## src/rtl/dec_3to8_strobe_pkg.sv

```systemverilog
// Shared state encoding and sizing helpers for the strobe decoder.
package dec_pkg;

  // Controller states. The fourth encoding is unreachable in normal operation
  // and is steered back to IDLE by the next-state logic.
  typedef enum logic [1:0] {
    IDLE  = 2'd0,
    PULSE = 2'd1,
    GAP   = 2'd2,
    BAD   = 2'd3
  } state_e;

  function automatic int max2(input int a, input int b);
    return (a > b) ? a : b;
  endfunction

  // Counter must hold the largest reload value (phase length - 1) without wrap.
  function automatic int cnt_width(input int pulse_cycles, input int gap_cycles);
    return $clog2(max2(pulse_cycles, gap_cycles) + 1);
  endfunction

endpackage

```

## src/rtl/dec_3to8_strobe_bin_to_onehot.sv

```systemverilog
// Combinational binary code to one-hot decoder.
module bin_to_onehot #(
  parameter int IN_W = 3
) (
  input  logic [IN_W-1:0]      code_i,
  output logic [(1<<IN_W)-1:0] onehot_o
);

  // Exactly one bit set, selected by the code.
  always_comb begin
    onehot_o         = '0;
    onehot_o[code_i] = 1'b1;
  end

endmodule

```

## src/rtl/dec_3to8_strobe.sv

```systemverilog
// Registered binary-to-one-hot strobe generator with valid/ready intake.
// Each accepted code produces a PULSE_CYCLES-long one-hot strobe followed by
// GAP_CYCLES idle cycles; a new code may be taken in the final cycle.
//
//   state | meaning
//   ------+--------------------------------------------------
//   IDLE  | output low, ready for a code
//   PULSE | one-hot strobe driven, cnt counts remaining cycles
//   GAP   | output low, cnt counts remaining gap cycles
//   BAD   | unreachable encoding, returns to IDLE
module dec_3to8_strobe
  import dec_pkg::*;
#(
  parameter int IN_W         = 3,
  parameter int PULSE_CYCLES = 1,
  parameter int GAP_CYCLES   = 0
) (
  input  logic                  clk,
  input  logic                  rst_n,
  input  logic                  in_valid,
  output logic                  in_ready,
  input  logic [IN_W-1:0]       in_code,
  output logic [(1<<IN_W)-1:0]  out_onehot,
  output logic                  out_active,
  output logic                  busy
);

  localparam int OUT_W   = 1 << IN_W;
  localparam int CNT_W   = cnt_width(PULSE_CYCLES, GAP_CYCLES);
  localparam bit HAS_GAP = (GAP_CYCLES > 0);

  localparam logic [CNT_W-1:0] PULSE_LOAD = CNT_W'(PULSE_CYCLES - 1);
  localparam logic [CNT_W-1:0] GAP_LOAD   = CNT_W'(HAS_GAP ? GAP_CYCLES - 1 : 0);

  state_e             state_q, state_d;
  logic [CNT_W-1:0]   cnt_q, cnt_d;
  logic [OUT_W-1:0]   onehot_q, onehot_d;
  logic [OUT_W-1:0]   code_onehot;
  logic               cnt_zero;
  logic               accept;

  bin_to_onehot #(.IN_W(IN_W)) u_dec (
    .code_i   (in_code),
    .onehot_o (code_onehot)
  );

  assign cnt_zero = (cnt_q == '0);
  assign accept   = in_valid & in_ready;

  // Ready depends only on state and count: idle, or the last cycle of the final phase.
  always_comb begin
    in_ready = 1'b0;
    case (state_q)
      IDLE:    in_ready = 1'b1;
      PULSE:   in_ready = cnt_zero & ~HAS_GAP;
      GAP:     in_ready = cnt_zero;
      default: in_ready = 1'b0;
    endcase
  end

  // Next-state, counter and strobe register inputs.
  always_comb begin
    state_d  = state_q;
    cnt_d    = cnt_q;
    onehot_d = onehot_q;
    case (state_q)
      IDLE: begin
        onehot_d = '0;
        if (accept) begin
          state_d  = PULSE;
          cnt_d    = PULSE_LOAD;
          onehot_d = code_onehot;
        end
      end
      PULSE: begin
        if (!cnt_zero) begin
          cnt_d = cnt_q - CNT_W'(1);
        end else if (HAS_GAP) begin
          state_d  = GAP;
          cnt_d    = GAP_LOAD;
          onehot_d = '0;
        end else if (accept) begin
          state_d  = PULSE;
          cnt_d    = PULSE_LOAD;
          onehot_d = code_onehot;
        end else begin
          state_d  = IDLE;
          cnt_d    = '0;
          onehot_d = '0;
        end
      end
      GAP: begin
        onehot_d = '0;
        if (!cnt_zero) begin
          cnt_d = cnt_q - CNT_W'(1);
        end else if (accept) begin
          state_d  = PULSE;
          cnt_d    = PULSE_LOAD;
          onehot_d = code_onehot;
        end else begin
          state_d = IDLE;
          cnt_d   = '0;
        end
      end
      default: begin
        state_d  = IDLE;
        cnt_d    = '0;
        onehot_d = '0;
      end
    endcase
  end

  // State, counter and strobe registers; reset clears outputs without a clock.
  always_ff @(posedge clk or negedge rst_n) begin
    if (!rst_n) begin
      state_q  <= IDLE;
      cnt_q    <= '0;
      onehot_q <= '0;
    end else begin
      state_q  <= state_d;
      cnt_q    <= cnt_d;
      onehot_q <= onehot_d;
    end
  end

  assign out_onehot = onehot_q;
  assign out_active = |onehot_q;
  assign busy       = (state_q != IDLE);

endmodule

```

## config.mk

```make
export PLATFORM = sky130hd
export DESIGN_NAME = dec_3to8_strobe
export DESIGN_NICKNAME = d
export VERILOG_FILES = /design/src/rtl/dec_3to8_strobe_pkg.sv /design/src/rtl/dec_3to8_strobe_bin_to_onehot.sv /design/src/rtl/dec_3to8_strobe.sv
export SDC_FILE = /design/constraint.sdc
export NUM_CORES = 1
export LEC_CHECK = 0
export CORE_AREA = 2 2 39 41
export DETAILED_ROUTE_END_ITERATION = 16
export DIE_AREA = 0 0 41 43
export GPL_TIMING_DRIVEN = 0
export PLACE_DENSITY = 0.64
export SETUP_SLACK_MARGIN = 0.05
export SLEW_MARGIN = 20
export SYNTH_ARGS = -nofsm -noshare
export SYNTH_HDL_FRONTEND = slang
export SYNTH_SLANG_ARGS = --single-unit
```

## constraint.sdc

```tcl
create_clock -name clk -period 1.2 [get_ports clk]
set_clock_uncertainty 0.15 [all_clocks]
set_input_delay 0.24 -clock clk [delete_from_list [all_inputs] [get_ports clk]]
set_output_delay 0.24 -clock clk [all_outputs]
set_load 0.005 [all_outputs]
```

Word-level counts from Yosys, hierarchy flattened
Cells that the tools add are included. Widths: inputs -> output; s select.

Muxes and demuxes: 14. Reductions and logical operators: 6. $add $sub $neg: 1. Bitwise gates (word level): 2. Eq/ne operators: 5. $lt $le $gt $ge: 2.

Operators with widths (number): $mux 8 (3); $pmux 8 s3 (1); $reduce_or 8->1 (1); $ne 2x2->1 const B (3); $lt 3x4->1 const B (1); $mux 1 (4); $mux 2 (2); $pmux 1 s2 (2); $pmux 2 s2 (1); $demux 1 s3 (1); $ge 3x1->1 const B (1); $eq 2x1->1 const B (1); $eq 2x2->1 const B (1); $logic_not 2->1 (1); $reduce_and 2->1 (1); $reduce_bool 2->1 (1); $reduce_or 2->1 (1); $and 1x1->1 (1); $logic_and 1x1->1 (1); $not 1->1 (1); $sub 1x1->1 const B (1).

Output and inout bits: 11. Word-level logic and storage cells: 33. Bits in registers: 11.

Longest topological paths before layout
Gate-level depths: netlist of run 1.

Depth in word-level cells: 7. Gate-level depth with buffers: 2. Gate-level depth less buffers: 2.

Hierarchy
From an unflattened synthesis of run 1, not the netlist that was laid out.

Cell total of the unflattened synthesis: 31. Area, all modules: 371.6 µm².

Modules (own cells, without submodules): dec_3to8_strobe (seq. area each 225.2 µm², instances 1, area each 306.5 µm², cells each 23); bin_to_onehot (seq. area each 0.0 µm², instances 1, area each 65.1 µm², cells each 8).

Worst setup path after synthesis of run 1
Ideal clock, no wire load.

Path type: register to output. Start point: reg onehot_q[1], in the netlist out_onehot[1]. End point: out out_active. Path buffers: 0. Path slack: 0.096 ns. Stages on the path, launching flop included: 3. Data arrival time: 0.714 ns. Required time: 0.810 ns. Path through: dfrtp_1 -> nor4_1 -> nand2_1.

Longest elaborated chain between the ends: 1.

Ends and longest elaborated chain: start: declaration (line dec_3to8_strobe.sv:37) `logic [OUT_W-1:0] onehot_q, onehot_d;`; start signal: assignment (line dec_3to8_strobe.sv:122) `onehot_q <= onehot_d;`; $reduce_or 8->1 (line dec_3to8_strobe.sv:127) `assign out_active = |onehot_q;`; end: declaration (line dec_3to8_strobe.sv:24) `output logic out_active,`.

Every way passes these cells.

Worst setup path in the final report of run 1
Start point: reg onehot_q[6], in the netlist out_onehot[6]. End point: out out_active.

Same word-level chain as after synthesis.

==> qor.yml, run 1 <==
crit_family: "flip-flops"
grt_pass1_wl_um: 834
hold_viol_final: 0
grt_max_degree: 10
drv_cap: 0
grt_util_met2_pct: 9.69
ant_nets: 0
clockRootBuffer: "clkbuf_4"
cts_tree: "yes"
path_clk_slew_ps: 60
drive_above_1_share_pct: 39.6
ys_seq_area_share_pct: 69.2
max_freq_ghz: 0.675
layout_common_cells: "dfrtp_1, buf_2, nor2_1"
final_common_cell: "dfrtp_1"
die_w_um: 41
final-seq-area_um2: 225
pwr-share-seq_pct: 52.5
coreArea_um2: 1380
initial_core_util_pct: 23.5
vias: 257
status: "finished with violations"
p_leak_uw: 0.000256
switching_share_pct: 20.9
place_congestion: 0.800
violations: "negative setup slack"
grt_busiest_layer: "met4"
setup.worst_path.class: "flip-flop to primary output"
multiInputGateArea_um2: 101
p_int_uw: 477
area_delta_synth_final_pct: 53.1
die_h_um: 43
avgSynthCellArea_um2: 11.6
antenna_found_initial: 0
final_util_pct: 36.0
hold_buffers: 0
timing.final.crit_period_ps: 1480
syn_inst: 28
drtPass1Iterations: 1
drc: 0
slowest_delay_ps: 380
synth_cell_types: 9
grt_pass1_vias: 232
switchingPower_uw: 126
setup_violations: 2
slowest_stage: "dfrtp_1"
cts_made_buffers: 3
dieArea_um2: 1760
fillers: 168
gr-usage-met3_pct: 1.57
vdd_ir_drop_max_mv: 0.378
cp-end-kind: "primary output"
rsz0062_at_grt: "true"
grt_use_total_pct: 7.72
met1_usage_pct: 8.00
nets: 55
wirelength_um: 532
worstPathMaxFanout: 2
worstSetupStartpointType: "flip-flop"
required_ps: 810
crit_chain: "nor4_2, nand2_1, buf_2"
fin_ws_ps: -282
powerDensity_nw_per_um2: 1210
hpwl_um: 431
clkPwrFrac_pct: 36.2
vias_per_cell: 4.02
wire_per_inst_um: 8.31
htreeDepth: 1
syn-cell-area_um2: 325
worst-path-buf-inv: 1
critical_path_arrival_ps: 1090
timing.final.crit_share_pct: 124
min_path_type: "input pin to asynchronous set/reset pin"
cts_buffer_depth: 2
power_uw: 603
combPwrFrac_pct: 11.3
ys_seq_elements: 9
diodes: 0
drt_iter0_markers: 0
io_pins: 17
overflow: 0
syn_nets: 34
yosys_warnings: 0
io_buffers: 15
row_count: 14
drv_slew: 0
clock-sinks: 9
==> layer usage <==
metal | part of all wire, % | up-vias
met1 | 39 | 115
met4 | 4.3 | 0
met2 | 49 | 12
met5 | 0 | -
li1 | - | 128
met3 | 7.7 | 2
==> cells in the mapped netlist <==
library cell	n	area [um2]
nor4_1	2	12.5
nor3_2	2	20.0
buf_4	1	7.51
clkbuf_1	1	3.75
conb_1	1	3.75
nand2b_1	3	18.8
nor2_1	6	22.5
nand2_1	3	11.3
dfrtp_1	9	225
==> sequential cells by signal (all words and copies together) (netlist names) <==
name and flops:
out_onehot 8, state_q 1
==> kinds of logic after synthesis <==
logic type | count (synthesis) | share of synthesized area, %
and+or+nand+nor | 16 | 26.2
buffers and inverters | 2 | 3.46
DFF | 9 | 69.2
other | 1 | 1.15
==> path summary, 6_finish.rpt <==
check                               from            end  slack (ps)  cells after the start
max in group asynchronous          rst_n  out_onehot[3]         520                      1
min in group clk                in_valid     state_q[0]         420                      2
min                                rst_n  out_onehot[7]         120                      1
max                        out_onehot[6]     out_active        -280                      3
==> layout make-up <==
cell class / count / share of cell area [%]
Buffer: 2 / 2.26
Clock buffer: 4 / 5.28
Multi-Input combinational cell: 17 / 20.4
Sequential cell: 9 / 45.2
Tap cell: 16 / 4.02
Timing Repair Buffer: 16 / 22.9
==> per-stage QoR <==
stage | TNS (ps) | instances | cell area (um2) | hold slack [ps] | setup WS, ps
floorplan | 0 | 28 | 325 | -206 | 96.2
global placement | -833 | 59 | 495 | 390 | -362
detailed placement | -885 | 59 | 495 | 397 | -371
CTS | -452 | 64 | 495 | 121 | -308
global route | -436 | 64 | 498 | 145 | -344
finish | -340 | 64 | 498 | 119 | -282
==> repair_timing <==
action	in CTS	in global routing
resized for setup	38	3
hold endpoints to repair	0	0
setup endpoints to repair	10	9
pin swaps	3	0
setup buffers	1	0
==> power groups by stage <==
stage	clock network [uW]	logic (uW)	registers, uW
floorplan	0	21.9	323
CTS	229	68.2	316
detailed placement	0	77.2	322
finish	218	67.9	317
global placement	0	76.6	321
global route	248	76.8	317
(Power assumes the default switching activity.)
==> inputs of run 2 (changes only) <==
SKIP_LAST_GASP = 1   (was not set)
==> results of run 2 <==
Final layout, timing and power as in run 1 (identical DEF).
